===== src/rtl/rv_mem_pkg.sv =====
// rv_mem_pkg: shared encodings for the data memory controller
// Holds the funct3 size codes, the controller FSM states and the fault-cause values.
package rv_mem_pkg;
    localparam logic [2:0] MEM_B  = 3'b000;
    localparam logic [2:0] MEM_H  = 3'b001;
    localparam logic [2:0] MEM_W  = 3'b010;
    localparam logic [2:0] MEM_BU = 3'b100;
    localparam logic [2:0] MEM_HU = 3'b101;
    typedef enum logic [1:0] {IDLE, REQ, DONE, FAULT} mem_state_t;
    localparam logic CAUSE_MISALIGN = 1'b0;
    localparam logic CAUSE_TIMEOUT  = 1'b1;
endpackage


===== src/rtl/store_lane_align.sv =====
// store_lane_align: byte-enable, lane data and alignment check for one access
// Ports: mem_ctrl (funct3 size), addr_lo (addr[1:0]), wdata (rs2)
//        -> be (byte enables), lane_data (wdata replicated to lanes), misaligned.
module store_lane_align
    import rv_mem_pkg::*;
(
    input  logic [2:0]  mem_ctrl,
    input  logic [1:0]  addr_lo,
    input  logic [31:0] wdata,
    output logic [3:0]  be,
    output logic [31:0] lane_data,
    output logic        misaligned
);
    logic half;
    logic word;
    always_comb begin
        half       = (mem_ctrl == MEM_H) || (mem_ctrl == MEM_HU);
        word       = mem_ctrl == MEM_W;
        be         = word ? 4'b1111 : half ? 4'b0011 << addr_lo : 4'b0001 << addr_lo;
        lane_data  = word ? wdata : half ? {2{wdata[15:0]}} : {4{wdata[7:0]}};
        misaligned = (half && addr_lo[0]) || (word && addr_lo != 2'b00);
    end
endmodule


===== src/rtl/data_mem_ctrl.sv =====
// data_mem_ctrl: load/store bus controller with stall, alignment and timeout faults
// Ports: clk, reset (sync, active-low); req_load/req_store/mem_ctrl/addr/wdata from
//        the decoder and datapath; stall, rdata, fault, fault_cause to the core;
//        bus_valid/bus_ready/bus_we/bus_addr/bus_wdata/bus_be/bus_rdata to the RAM.
module data_mem_ctrl
    import rv_mem_pkg::*;
#(
    parameter int unsigned TIMEOUT_CYCLES = 16
) (
    input  logic        clk,
    input  logic        reset,
    input  logic        req_load,
    input  logic        req_store,
    input  logic [2:0]  mem_ctrl,
    input  logic [31:0] addr,
    input  logic [31:0] wdata,
    output logic        stall,
    output logic [31:0] rdata,
    output logic        fault,
    output logic        fault_cause,
    output logic        bus_valid,
    input  logic        bus_ready,
    output logic        bus_we,
    output logic [31:0] bus_addr,
    output logic [31:0] bus_wdata,
    output logic [3:0]  bus_be,
    input  logic [31:0] bus_rdata
);
    localparam logic [7:0] LAST_WAIT = 8'(TIMEOUT_CYCLES - 1);
    mem_state_t  state;
    logic [7:0]  wait_cnt;
    logic [3:0]  be_r;
    logic        we_r;
    logic [3:0]  lane_be;
    logic [31:0] lane_data;
    logic        misaligned;
    logic        req;
    store_lane_align u_align (
        .mem_ctrl   (mem_ctrl),
        .addr_lo    (addr[1:0]),
        .wdata      (wdata),
        .be         (lane_be),
        .lane_data  (lane_data),
        .misaligned (misaligned)
    );
    assign req       = req_load || req_store;
    assign bus_valid = state == REQ;
    assign bus_we    = bus_valid && we_r;
    assign bus_be    = bus_valid ? be_r : 4'b0000;
    assign fault     = state == FAULT;
    // The accepting IDLE cycle already stalls so the instruction cannot retire early.
    assign stall     = bus_valid || (state == IDLE && req && !misaligned);
    always_ff @(posedge clk) begin
        if (!reset) begin
            state       <= IDLE;
            wait_cnt    <= '0;
            rdata       <= '0;
            bus_addr    <= '0;
            bus_wdata   <= '0;
            be_r        <= '0;
            we_r        <= 1'b0;
            fault_cause <= CAUSE_MISALIGN;
        end else begin
            unique case (state)
                IDLE: if (req) begin
                    if (misaligned) begin
                        state       <= FAULT;
                        fault_cause <= CAUSE_MISALIGN;
                    end else begin
                        state     <= REQ;
                        wait_cnt  <= '0;
                        bus_addr  <= {addr[31:2], 2'b00};
                        bus_wdata <= lane_data;
                        be_r      <= req_load ? 4'b1111 : lane_be;
                        we_r      <= req_store;
                    end
                end
                // A ready arriving on the last wait cycle still wins over the timeout.
                REQ: if (bus_ready) begin
                    state <= DONE;
                    if (!we_r) rdata <= bus_rdata;
                end else if (wait_cnt == LAST_WAIT) begin
                    state       <= FAULT;
                    fault_cause <= CAUSE_TIMEOUT;
                end else begin
                    wait_cnt <= wait_cnt + 8'd1;
                end
                DONE, FAULT: state <= IDLE;
            endcase
        end
    end
endmodule


===== config.mk =====
export PLATFORM = sky130hd
export DESIGN_NAME = data_mem_ctrl
export DESIGN_NICKNAME = d
export VERILOG_FILES = /design/src/rtl/rv_mem_pkg.sv /design/src/rtl/store_lane_align.sv /design/src/rtl/data_mem_ctrl.sv
export SDC_FILE = /design/constraint.sdc
export NUM_CORES = 1
export LEC_CHECK = 0
export BUFFER_PORTS_ARGS = -buffer_cell sky130_fd_sc_hd__clkbuf_2
export CAP_MARGIN = 20
export CORE_ASPECT_RATIO = 1.25
export CORE_MARGIN = 2
export CORE_UTILIZATION = 48
export CTS_CLUSTER_DIAMETER = 200
export DETAILED_ROUTE_END_ITERATION = 10
export PLACE_DENSITY = 0.81
export SYNTH_ARGS = -nofsm -noshare
export SYNTH_HDL_FRONTEND = slang
export SYNTH_SLANG_ARGS = --single-unit

===== constraint.sdc =====
create_clock -name clk -period 2.4 [get_ports clk]
set_input_delay 0.48 -clock clk [delete_from_list [all_inputs] [get_ports clk]]
set_output_delay 0.48 -clock clk [all_outputs]
set_load 0.02 [all_outputs]

; ---- Word-level counts from Yosys, hierarchy flattened
; Index checks and enable logic that the tools add are counted.
[totals]
ff_bits = 110
inputBits = 104
out_inout_bits = 105
elab_cells = 67
[op_classes]
n_addsub = 1
n_eq_ne = 14
shifts = 2
muxes = 21
bitwise = 2
n_reduce_logical = 19
[op_table]
columns = op, n
row1 = two-way mux 32 bit, 2
row2 = two-way mux 8 bit, 4
row3 = two-way mux 4 bit, 4
row4 = one-hot mux 8 bit (2 select lines), 1
row5 = "!= test 2 bit, second input constant", 5
row6 = AND reduction 5 bit, 2
row7 = "adder 8 x 1 -> 8 bit, second input constant", 1
row8 = "== test 8 x 4 -> 1 bit, second input constant", 1
row9 = two-way mux 2 bit, 4
row10 = one-hot mux 2 bit (3 select lines), 1
row11 = AND reduction 3 bit, 2
row12 = logical AND 1 bit, 5
row13 = "== test 2 bit, second input constant", 2
row14 = logical OR 1 bit, 4
row15 = two-way mux 1 bit, 4
row16 = nonzero test 2 bit, 2
row17 = "left shift 1 x 2 -> 4 bit, first input constant", 1
row18 = "left shift 2 x 2 -> 4 bit, first input constant", 1
row19 = "== test 3 x 1 -> 1 bit, second input constant", 1
row20 = "== test 3 x 2 -> 1 bit, second input constant", 1
row21 = "== test 3 bit, second input constant", 1
row22 = "!= test 3 x 1 -> 1 bit, second input constant", 1
row23 = "== test 2 x 1 -> 1 bit, second input constant", 1
row24 = logical NOT 2 bit, 1
row25 = other kinds (6), 7

; ---- Logic depth before layout (Yosys ltp)
; Gate-level depths: netlist (run 1).
[depth]
depth_word = 7
ltp_mapped = 8
depth_no_buf = 5

; ---- Modules after synthesis
; Synthesis (run 1) repeated with hierarchy kept, for this count alone.
[unflattened]
cells_unflattened = 570
area_unflattened_um2 = 4848.4
[by_module_without_submodules]
columns = module, instances, cells_per_inst, area_per_inst_um2, seq_area_each_um2
row1 = data_mem_ctrl, 1, 494, 4237.8, 2202.1
row2 = store_lane_align, 1, 76, 610.6, 0.0

; ---- Worst setup path before layout (run 1)
; OpenSTA, ideal clock, no wires.
[synth_timing]
kind = input -> output
start = in mem_ctrl[0]
end = out stall
t_arrival_ps = 1688
required_time_ps = 1920
slack_ps = 232
cell_stages = 5
path_buffers = 2
cell_sequence = or3b_1 -> buf_4 -> o211ai_4 -> clkbuf_2 -> o21ai_0
[synth_between]
elab_chain_len = 7
word_cells_on_any_way = 10
classes_between = eq/ne: 3 / reduce/logical: 7
[synth_lines]
columns = item, line
row1 = from (decl), data_mem_ctrl.sv:14  ; input logic [2:0] mem_ctrl,
row2 = == test 3 x 1 -> 1 bit / == test 3 bit (equally long branches), store_lane_align.sv:17  ; half = (mem_ctrl == MEM_H) || (mem_ctrl == MEM_HU);
row3 = logical OR 1 bit, store_lane_align.sv:17
row4 = logical AND 1 bit, store_lane_align.sv:21  ; misaligned = (half && addr_lo[0]) || (word && addr_lo != 2'b00);
row5 = logical OR 1 bit (*), store_lane_align.sv:21
row6 = logical NOT 1 bit (*), data_mem_ctrl.sv:52  ; assign stall = bus_valid || (state == IDLE && req && !misaligned);
row7 = logical AND 1 bit (*), data_mem_ctrl.sv:52
row8 = logical OR 1 bit (*), data_mem_ctrl.sv:52
row9 = to (decl), data_mem_ctrl.sv:17  ; output logic stall,
; Every way passes the cells marked *; elsewhere a longest branch is shown, timed or not.

; ---- Final worst setup path (run 1)
[layout_timing]
start = reg state[0]
end = out bus_be[0]
[layout_between]
elab_chain_len = 2
[layout_lines]
columns = item, line
row1 = from (decl), data_mem_ctrl.sv:30  ; mem_state_t state;
row2 = from (signal assigned), data_mem_ctrl.sv:55  ; state <= IDLE;
row3 = from (signal assigned), data_mem_ctrl.sv:67  ; state <= FAULT;
row4 = from (signal assigned), data_mem_ctrl.sv:70  ; state <= REQ;
row5 = == test 2 x 1 -> 1 bit, data_mem_ctrl.sv:47  ; assign bus_valid = state == REQ;
row6 = two-way mux 4 bit, data_mem_ctrl.sv:49  ; assign bus_be = bus_valid ? be_r : 4'b0000;
row7 = to (decl), data_mem_ctrl.sv:26  ; output logic [3:0] bus_be,
; Every way passes these cells.

==> results of run 1 <==
-- power by group through the flow --
stage	clock network (mW)	logic [mW]	registers, mW
3_3_place_gp	0	1.11	2.12
4_1_cts	1.51	1.15	2.09
3_5_place_dp	0	1.14	2.13
6_report	1.48	1.14	2.09
5_1_grt	1.59	1.24	2.11
2_1_floorplan	0	0.580	2.29
-- worst max path at each step --
| stage | to | cells after the start | slack, ns |
|---|---|---|---|
| CTS | bus_be[1] | 4 | 0.18 |
| global placement | bus_wdata[8] | 6 | 0.27 |
| detailed placement | bus_wdata[8] | 6 | 0.22 |
| floorplan | stall | 5 | 0.23 |
| finish | bus_be[0] | 4 | 0.20 |
| global route | bus_be[1] | 4 | 0.07 |
-- area by class of cell --
type / count / area (sq um) / share of cell area, %
clock buffer: 10 / 229 / 3.68
multi-input combinational: 414 / 2350 / 37.7
tap: 126 / 158 / 2.53
sequential: 110 / 2200 / 35.3
inverter: 6 / 22.5 / 0.362
timing repair buffer: 225 / 1200 / 19.2
clock inverter: 6 / 68.8 / 1.10
-- cell families after synthesis --
group / Yosys count
AO/OA/AOI/OAI: 205
adder cells (fa/ha/maj): 1
buffers and inverters: 61
flip-flops: 110
multiplexers: 8
other: 1
AND/OR/NAND/NOR: 198
-- per-layer routing --
layer | share of wire [%] | up-vias | wire length, um | GRT usage, %
met4 | 3.4 | 0 | 493 | 12.3
met3 | 7.6 | 39 | 1090 | 4.19
met5 | 0 | - | 0 | 0
li1 | - | 2467 | - | -
met2 | 50 | 228 | 7240 | 45.2
met1 | 39 | 2386 | 5550 | 30.0
-- stage by stage --
stage          cell area, sq um  utilization [%]  instances  hold slack (ns)
6_report                   6230             64.2        897            0.353
5_1_grt                    6230             64.2        897            0.352
4_1_cts                    6230             64.2        897            0.343
3_5_place_dp               5930             61.1        881            0.447
3_3_place_gp               5930             61.1        881            0.441
2_1_floorplan              4830                -        585            0.457
-- worst max-delay path, stage by stage, from the launching register on --
cell and delay [ns]:
dfxtp_1 0.49, nand2b_1 0.21, inv_1 0.31, and2_1 0.20, clkbuf_2 0.17
-- placed cells by master (no fill, tap or decap), types with 8 or more instances in the layout --
| master | instances |
|---|---|
| clkbuf_2 | 206 |
| nand2_1 | 86 |
| a311oi_2 | 9 |
| nand3_1 | 58 |
| dfxtp_1 | 110 |
| buf_4 | 17 |
| mux2i_1 | 8 |
| o211ai_1 | 9 |
| a311oi_1 | 10 |
| nor2_1 | 14 |
| or3_1 | 9 |
| clkbuf_16 | 9 |
| and2_1 | 8 |
| a21oi_1 | 93 |
| o221a_2 | 8 |
| o21ai_0 | 52 |
-- registers in the layout, summed over array words and instances, names as in the netlist --
register / flops
wait_cnt: 8
bus_wdata: 32
fault_cause: 1
be_r: 4
state: 2
we_r: 1
rdata: 32
bus_addr: 30
==> reports/results.tsv, run 1 <==
stage	metric	value	unit
global_routing	gr usage total	25.6	%
pwr	Flop pwr share	44.3	%
placed_design	dpl hpwl	10800	um
pwr	worst ir drop on vdd	334	uV
layout	layout cells sized above 1	34.9	%
synthesis	Yosys Warn Count	0	
critical_path	Worst Path Arrival	1.72	ns
synthesis	top post-synthesis cells by count	dfxtp_1 (110), a21oi_1 (93), nand2_1 (86), nand3_1 (58), o21ai_0 (52)	
placed_design	buffers added on ports	206	
detailed_routing	DRT Pass-1 Iters	5	
pwr	leak pwr	2.70	nW
synthesis	asr flop ratio synth	0	%
critical_path	critical path class	flop to output port	
placed_design	RePlAce Congestion	0.887	
clocking	post_cts resized	0	
worst_hold_path	Hold EP	rdata[26]	
die	Starting Density	49.7	%
detailed_routing	vias per cell	5.71	
synthesis	post-synthesis simple-gate area fraction	19.4	%
critical_path	CP max FO	11	
synthesis	Adder-Cell Fraction of Synth Area	0.259	%
timing	relative slew slack	49.0	%
clocking	Max clock buf depth	2	
pwr	Gate power share	24.3	%
pwr	Total Power	4.72	mW
clocking	CTS buffer count	9	
synthesis	Yosys cell types	51	
timing	fin crit period	2.20	ns
global_routing	number of global-route vias before repair	4778	
synthesis	largest family of logic cells by synthesized area	compound AO/OA/AOI/OAI gates	
synthesis	#FFs+latches synth	110	
run	MaxCap Viol Count	0	
synthesis	area share of the largest cell type after synthesis	45.6	%
synthesis	XOR/XNOR share of the synthesized area	0	%
clocking	CTS tree	done	
clocking	CTS sink count	110	
die	DIE HEIGHT	116	um
timing	fin. max-slew vios	0	
placed_design	pre-CTS setup slack	0.217	ns
worst_hold_path	HP Class	input port to flop	
critical_path	Crit. End Element	output port	
die	die area	10900	sq um
timing	Period Utilization, post-route	91.6	%
die	# rows	40	
worst_hold_path	Worst Hold Launch	bus_rdata[26]	
timing	setup TNS	0	ns
synthesis	top-count cell post-synth	dfxtp_1	
synthesis	EDFF count, synth	0	
pwr	Sw Share	31.7	%
outcome	status	completed	
layout	area grow syn2layout	29.0	%
synthesis	Synth area leaders	dfxtp_1 (46%), a21oi_1 (9.6%), nand2_1 (6.7%)	
layout	Final nets	871	
clocking	H-tree levels	3	
timing	Clock Skew	0.00620	ns
layout	Antenna diodes	0	
worst_hold_path	hold path depth	3	
timing	Hold Vio Cnt, Final	0	
synthesis	ys flop type	dfxtp_1	
clocking	clk slew on worst S/H paths	0.07	ns
timing	setup violators final	0	
clocking	CTS Hold Bufs	0	
detailed_routing	Routed WL	14400	um
global_routing	grt ovf	0	
clocking	clk root buf	clkbuf_16	
detailed_routing	Initial DRC Count	238	
synthesis	area leader, netlist	dfxtp_1	
critical_path	crit path launch	state[0]	
clocking	worst skew pair latency	0.34	ns
synthesis	Mapped Area	4830	sq um
synthesis	Compound-Gate Fraction of Synth Area	27.0	%
timing	RSZ-0062 raised after global routing	false	
synthesis	syn_area_per_cell	8.27	sq um
die	I/O Pins	209	
detailed_routing	Routed Antenna Nets	0	
die	DIE WIDTH	93.7	um
detailed_routing	# DRC	0	
global_routing	largest net degree at the start of global routing	52	
critical_path	worst-case reg-to-reg path depth	5	
timing	Final Worst Setup Slack	0.201	ns
pwr	P per Cell Area	757	nW/um^2
clocking	setup bufs post-CTS	0	
critical_path	CP Launch Type	flop	
detailed_routing	Vias	5120	
critical_path	flop-to-flop setup slack	0.53	ns
global_routing	global-route wire length before repair	22500	um
timing	pin slew with the least headroom to its limit	0.762	ns
synthesis	register area share after synthesis	45.6	%
detailed_routing	routed len/inst	16.0	um
synthesis	mux contribution to synthesized area	1.66	%
critical_path	FF-to-FF Start	state[0]	
die	CORE AREA	9710	sq um
layout	filler cell count	866	
pwr	switching pwr	1.50	mW
synthesis	Syn Inst Count	584	
pwr	clock network fraction of total power	31.4	%
global_routing	initial antenna violation count	0	
timing	fmax	0.455	GHz
critical_path	Req. time, crit path	1.92	ns
pwr	P_int	3.22	mW
critical_path	RR Endpoint	bus_addr[30]	
No activity file was read; power rests on OpenSTA's default activity.
==> run 2, diff against run 1 <==
--- a/config.mk
+++ b/config.mk
@@ -12,6 +12,7 @@
 export CORE_UTILIZATION = 48
 export CTS_CLUSTER_DIAMETER = 200
 export DETAILED_ROUTE_END_ITERATION = 10
+export MAX_ROUTING_LAYER = met4
 export PLACE_DENSITY = 0.81
 export SYNTH_ARGS = -nofsm -noshare
 export SYNTH_HDL_FRONTEND = slang
==> reports/results.tsv, run 2 (synthesis gave the netlist of run 1 again) <==
stage	metric	value	unit
detailed_routing	# DRC	0	
layout	post-route insts no fill	897	
die	CORE AREA	9710	sq um
worst_hold_path	Hold EP	rdata[26]	
layout	most frequent cells in the layout	clkbuf_2 (206), dfxtp_1 (110), a21oi_1 (93)	
critical_path	Worst Path Arrival	1.71	ns
layout	commonest non-fill, non-tap cell in the layout	clkbuf_2	
layout	filler cell count	866	
detailed_routing	Initial DRC Count	204	
timing	pin slew with the least headroom to its limit	0.763	ns
pwr	Gate power share	24.3	%
detailed_routing	vias per cell	5.75	
layout	layout cells sized above 1	34.9	%
clocking	Max clock buf depth	2	
critical_path	flop-to-flop setup slack	0.52	ns
die	# rows	40	
clocking	clk slew on worst S/H paths	0.07	ns
critical_path	worst-case reg-to-reg path depth	5	
worst_hold_path	hold path depth	3	
clocking	H-tree levels	3	
critical_path	CP Launch Type	flop	
pwr	P per Cell Area	757	nW/um^2
pwr	clock network fraction of total power	31.4	%
pwr	Sw Share	31.7	%
placed_design	dpl hpwl	10800	um
pwr	switching pwr	1.50	mW
layout	area grow syn2layout	29.0	%
placed_design	DP Area	5930	sq um
timing	setup TNS	0	ns
global_routing	gr usage total	26.3	%
pwr	leak pwr	2.70	nW
layout	fin area	6230	sq um
clocking	post_cts resized	0	
timing	Clock Skew	0.00553	ns
die	I/O Pins	209	
layout	largest registers	bus_wdata (32), rdata (32), bus_addr (30)	
global_routing	largest net degree at the start of global routing	52	
die	die area	10900	sq um
timing	Hold Vio Cnt, Final	0	
detailed_routing	routed len/inst	16.1	um
clocking	clk root buf	clkbuf_16	
global_routing	grt ovf	0	
clocking	CTS buffer count	9	
die	DIE WIDTH	93.7	um
global_routing	global-route wire length before repair	22500	um
timing	relative slew slack	49.0	%
critical_path	critical path class	flop to output port	
critical_path	RR Endpoint	bus_addr[30]	
placed_design	placed insts	881	
layout	Antenna diodes	0	
worst_hold_path	HP Class	input port to flop	
clocking	setup bufs post-CTS	0	
timing	RSZ-0062 raised after global routing	false	
timing	fin crit period	2.19	ns
die	Starting Density	49.7	%
clocking	CTS tree	done	
pwr	P_int	3.22	mW
outcome	status	completed	
critical_path	Crit. End Element	output port	
global_routing	initial antenna violation count	0	
clocking	worst skew pair latency	0.34	ns
timing	Period Utilization, post-route	91.4	%
worst_hold_path	Worst Hold Launch	bus_rdata[26]	
critical_path	Req. time, crit path	1.92	ns
clocking	CTS Hold Bufs	0	
critical_path	CP max FO	11	
pwr	Flop pwr share	44.4	%
timing	fmax	0.456	GHz
detailed_routing	Routed Antenna Nets	0	
global_routing	number of global-route vias before repair	4785	
detailed_routing	DRT Pass-1 Iters	5	
detailed_routing	Vias	5154	
placed_design	buffers added on ports	206	
run	MaxCap Viol Count	0	
critical_path	FF-to-FF Start	state[0]	
layout	Final nets	871	
clocking	CTS sink count	110	
placed_design	RePlAce Congestion	0.901	
timing	fin. max-slew vios	0	
pwr	Total Power	4.72	mW
detailed_routing	Routed WL	14400	um
die	DIE HEIGHT	116	um
pwr	worst ir drop on vdd	334	uV
timing	setup violators final	0	
-- run 2: cell counts in the layout (fill, tap and decap cells not counted) --
Identical to the previous run, type by type.
-- run 2: stage by stage --
stage                     utilization, %  hold WS [ns]  setup WS, ns
after CTS                           64.2         0.343         0.180
after floorplan                        -         0.457         0.232
after global routing                64.2         0.352        0.0651
after detailed placement            61.1         0.447         0.217
after global placement              61.1         0.441         0.266
final                               64.2         0.353         0.207
-- run 2: critical path: stages (launching register included) --
cell and delay [ns]:
dfxtp_1 0.49, nand2b_1 0.21, inv_1 0.30, and2_1 0.20, clkbuf_2 0.17
-- run 2: how the worst max path moves through the flow --
| stage | from | end | cells past startpoint |
|---|---|---|---|
| 2_1_floorplan | mem_ctrl[0] | stall | 5 |
| 3_3_place_gp | mem_ctrl[2] | bus_wdata[8] | 6 |
| 3_5_place_dp | mem_ctrl[2] | bus_wdata[8] | 6 |
| 4_1_cts | state[0] | bus_be[1] | 4 |
| 5_1_grt | state[0] | bus_be[1] | 4 |
| 6_report | state[0] | bus_be[0] | 4 |
-- run 2: area by class of cell --
type	instances	area, sq um	area share, %
clock inverter	6	68.8	1.10
multi-input combinational	414	2350	37.7
tap	126	158	2.53
timing repair buffer	225	1200	19.2
sequential	110	2200	35.3
inverter	6	22.5	0.362
clock buffer	10	229	3.68
-- run 2: power by group through the flow --
stage,registers (mW),clock network [mW],logic [mW]
after floorplan,2.29,0,0.580
after global placement,2.12,0,1.11
after CTS,2.09,1.51,1.15
after detailed placement,2.13,0,1.14
final,2.09,1.48,1.14
after global routing,2.11,1.59,1.24
-- run 2: layer usage --
metal	part of all wire, %	vias to the layer above	global-route usage [%]
met5	0	-	-
met3	8.0	44	3.81
li1	-	2467	-
met1	38	2395	30.2
met4	3.5	0	12.3
met2	50	248	45.2
==> run 3, diff against run 2 <==
--- a/config.mk
+++ b/config.mk
@@ -13,7 +13,7 @@
 export CTS_CLUSTER_DIAMETER = 200
 export DETAILED_ROUTE_END_ITERATION = 10
 export MAX_ROUTING_LAYER = met4
-export PLACE_DENSITY = 0.81
+export PLACE_DENSITY_LB_ADDON = 0.15
 export SYNTH_ARGS = -nofsm -noshare
 export SYNTH_HDL_FRONTEND = slang
 export SYNTH_SLANG_ARGS = --single-unit
==> reports/results.tsv, run 3 (synthesis gave the netlist of run 1 again) <==
stage	metric	value	unit
layout	Final nets	870	
clocking	Max clock buf depth	2	
critical_path	CP Launch Type	flop	
placed_design	RePlAce Congestion	0.880	
pwr	switching pwr	1.45	mW
pwr	Sw Share	30.2	%
global_routing	number of global-route vias before repair	4509	
layout	Antenna diodes	0	
global_routing	grt ovf	0	
critical_path	Worst Path Arrival	1.69	ns
critical_path	Crit. End Element	output port	
die	DIE HEIGHT	116	um
worst_hold_path	hold path depth	3	
critical_path	flop-to-flop setup slack	0.58	ns
timing	Clock Skew	0.0108	ns
detailed_routing	routed len/inst	15.9	um
clocking	setup bufs post-CTS	0	
timing	Hold Vio Cnt, Final	0	
detailed_routing	# DRC	0	
critical_path	worst-case reg-to-reg path depth	5	
timing	setup TNS	0	ns
layout	fin util	64.4	%
pwr	Flop pwr share	43.5	%
die	CORE AREA	9710	sq um
critical_path	Req. time, crit path	1.92	ns
worst_hold_path	HP Class	input port to flop	
placed_design	dpl hpwl	10500	um
outcome	status	completed	
timing	fin. max-slew vios	0	
run	MaxCap Viol Count	0	
detailed_routing	Initial DRC Count	257	
detailed_routing	Routed Antenna Nets	0	
layout	filler cell count	871	
detailed_routing	vias per cell	5.65	
timing	relative slew slack	48.0	%
clocking	CTS Hold Bufs	0	
die	DIE WIDTH	93.7	um
clocking	CTS sink count	110	
global_routing	initial antenna violation count	0	
pwr	leak pwr	2.70	nW
pwr	clock network fraction of total power	32.6	%
clocking	clk slew on worst S/H paths	0.07	ns
clocking	CTS tree	done	
detailed_routing	Vias	5064	
timing	fmax	0.461	GHz
timing	fin crit period	2.17	ns
placed_design	pre-CTS setup slack	0.209	ns
timing	RSZ-0062 raised after global routing	false	
pwr	Gate power share	23.9	%
clocking	post_cts resized	0	
timing	pin slew with the least headroom to its limit	0.778	ns
timing	Period Utilization, post-route	90.4	%
die	die area	10900	sq um
die	Starting Density	49.7	%
critical_path	CP max FO	11	
clocking	worst skew pair latency	0.34	ns
pwr	P per Cell Area	768	nW/um^2
clocking	H-tree levels	3	
critical_path	critical path class	flop to output port	
layout	largest registers	bus_wdata (32), rdata (32), bus_addr (30)	
timing	setup violators final	0	
layout	layout cells sized above 1	34.5	%
timing	Final Worst Setup Slack	0.230	ns
pwr	P_int	3.35	mW
detailed_routing	Routed WL	14200	um
global_routing	global-route wire length before repair	21600	um
layout	area grow syn2layout	29.5	%
clocking	CTS buffer count	9	
detailed_routing	DRT Pass-1 Iters	6	
global_routing	largest net degree at the start of global routing	51	
die	I/O Pins	209	
pwr	worst ir drop on vdd	505	uV
layout	most frequent cells in the layout	clkbuf_2 (206), dfxtp_1 (110), a21oi_1 (93)	
die	# rows	40	
global_routing	gr usage total	25.5	%
clocking	clk root buf	clkbuf_16	
layout	commonest non-fill, non-tap cell in the layout	clkbuf_2	
placed_design	buffers added on ports	206	
==> run 3: layout make-up <==
cell class              count  area [sq um]  area share (%)
multi-input cells         414          2350            37.6
flip-flops and latches    110          2200            35.2
repair buffers            224          1200            19.2
clock buffers              13           250            4.00
well taps                 126           158            2.52
clock inverters             3          67.6            1.08
inverters                   6          22.5           0.360
==> run 3: critical path, stage by stage (launching register included) <==
cell      delay, ns
dfxtp_1        0.51
nand2b_1       0.22
inv_1          0.28
and2_1         0.18
clkbuf_2       0.16
==> run 3: final timing paths <==
path	start	end
setup / recovery	state[0]	bus_be[2]
hold / removal	bus_rdata[24]	rdata[24]
setup reg to reg	state[0]	bus_addr[16]
hold reg to reg	rdata[22]	rdata[22]
==> run 3: power by group through the flow <==
stage | clock network [mW] | logic [mW] | registers (mW)
3_3_place_gp | 0 | 1.12 | 2.12
6_report | 1.57 | 1.15 | 2.09
5_1_grt | 1.67 | 1.24 | 2.11
3_5_place_dp | 0 | 1.15 | 2.13
4_1_cts | 1.59 | 1.15 | 2.09
2_1_floorplan | 0 | 0.580 | 2.29
==> run 3: through the flow <==
stage / total power [mW] / hold slack, ns / instances / cell area, sq um
after global routing: 5.02 / 0.361 / 896 / 6250
after detailed placement: 3.28 / 0.446 / 880 / 5940
after floorplan: 2.87 / 0.457 / 585 / 4830
final: 4.80 / 0.361 / 896 / 6250
after CTS: 4.83 / 0.350 / 896 / 6250
after global placement: 3.25 / 0.441 / 880 / 5940
==> run 3: layer usage <==
metal / global-route usage [%] / up-vias / share of wire (%)
li1: - / 2455 / -
met1: 30.8 / 2346 / 41
met2: 42.8 / 228 / 49
met3: 4.00 / 35 / 7.1
met4: 10.2 / 0 / 2.7
met5: - / - / 0
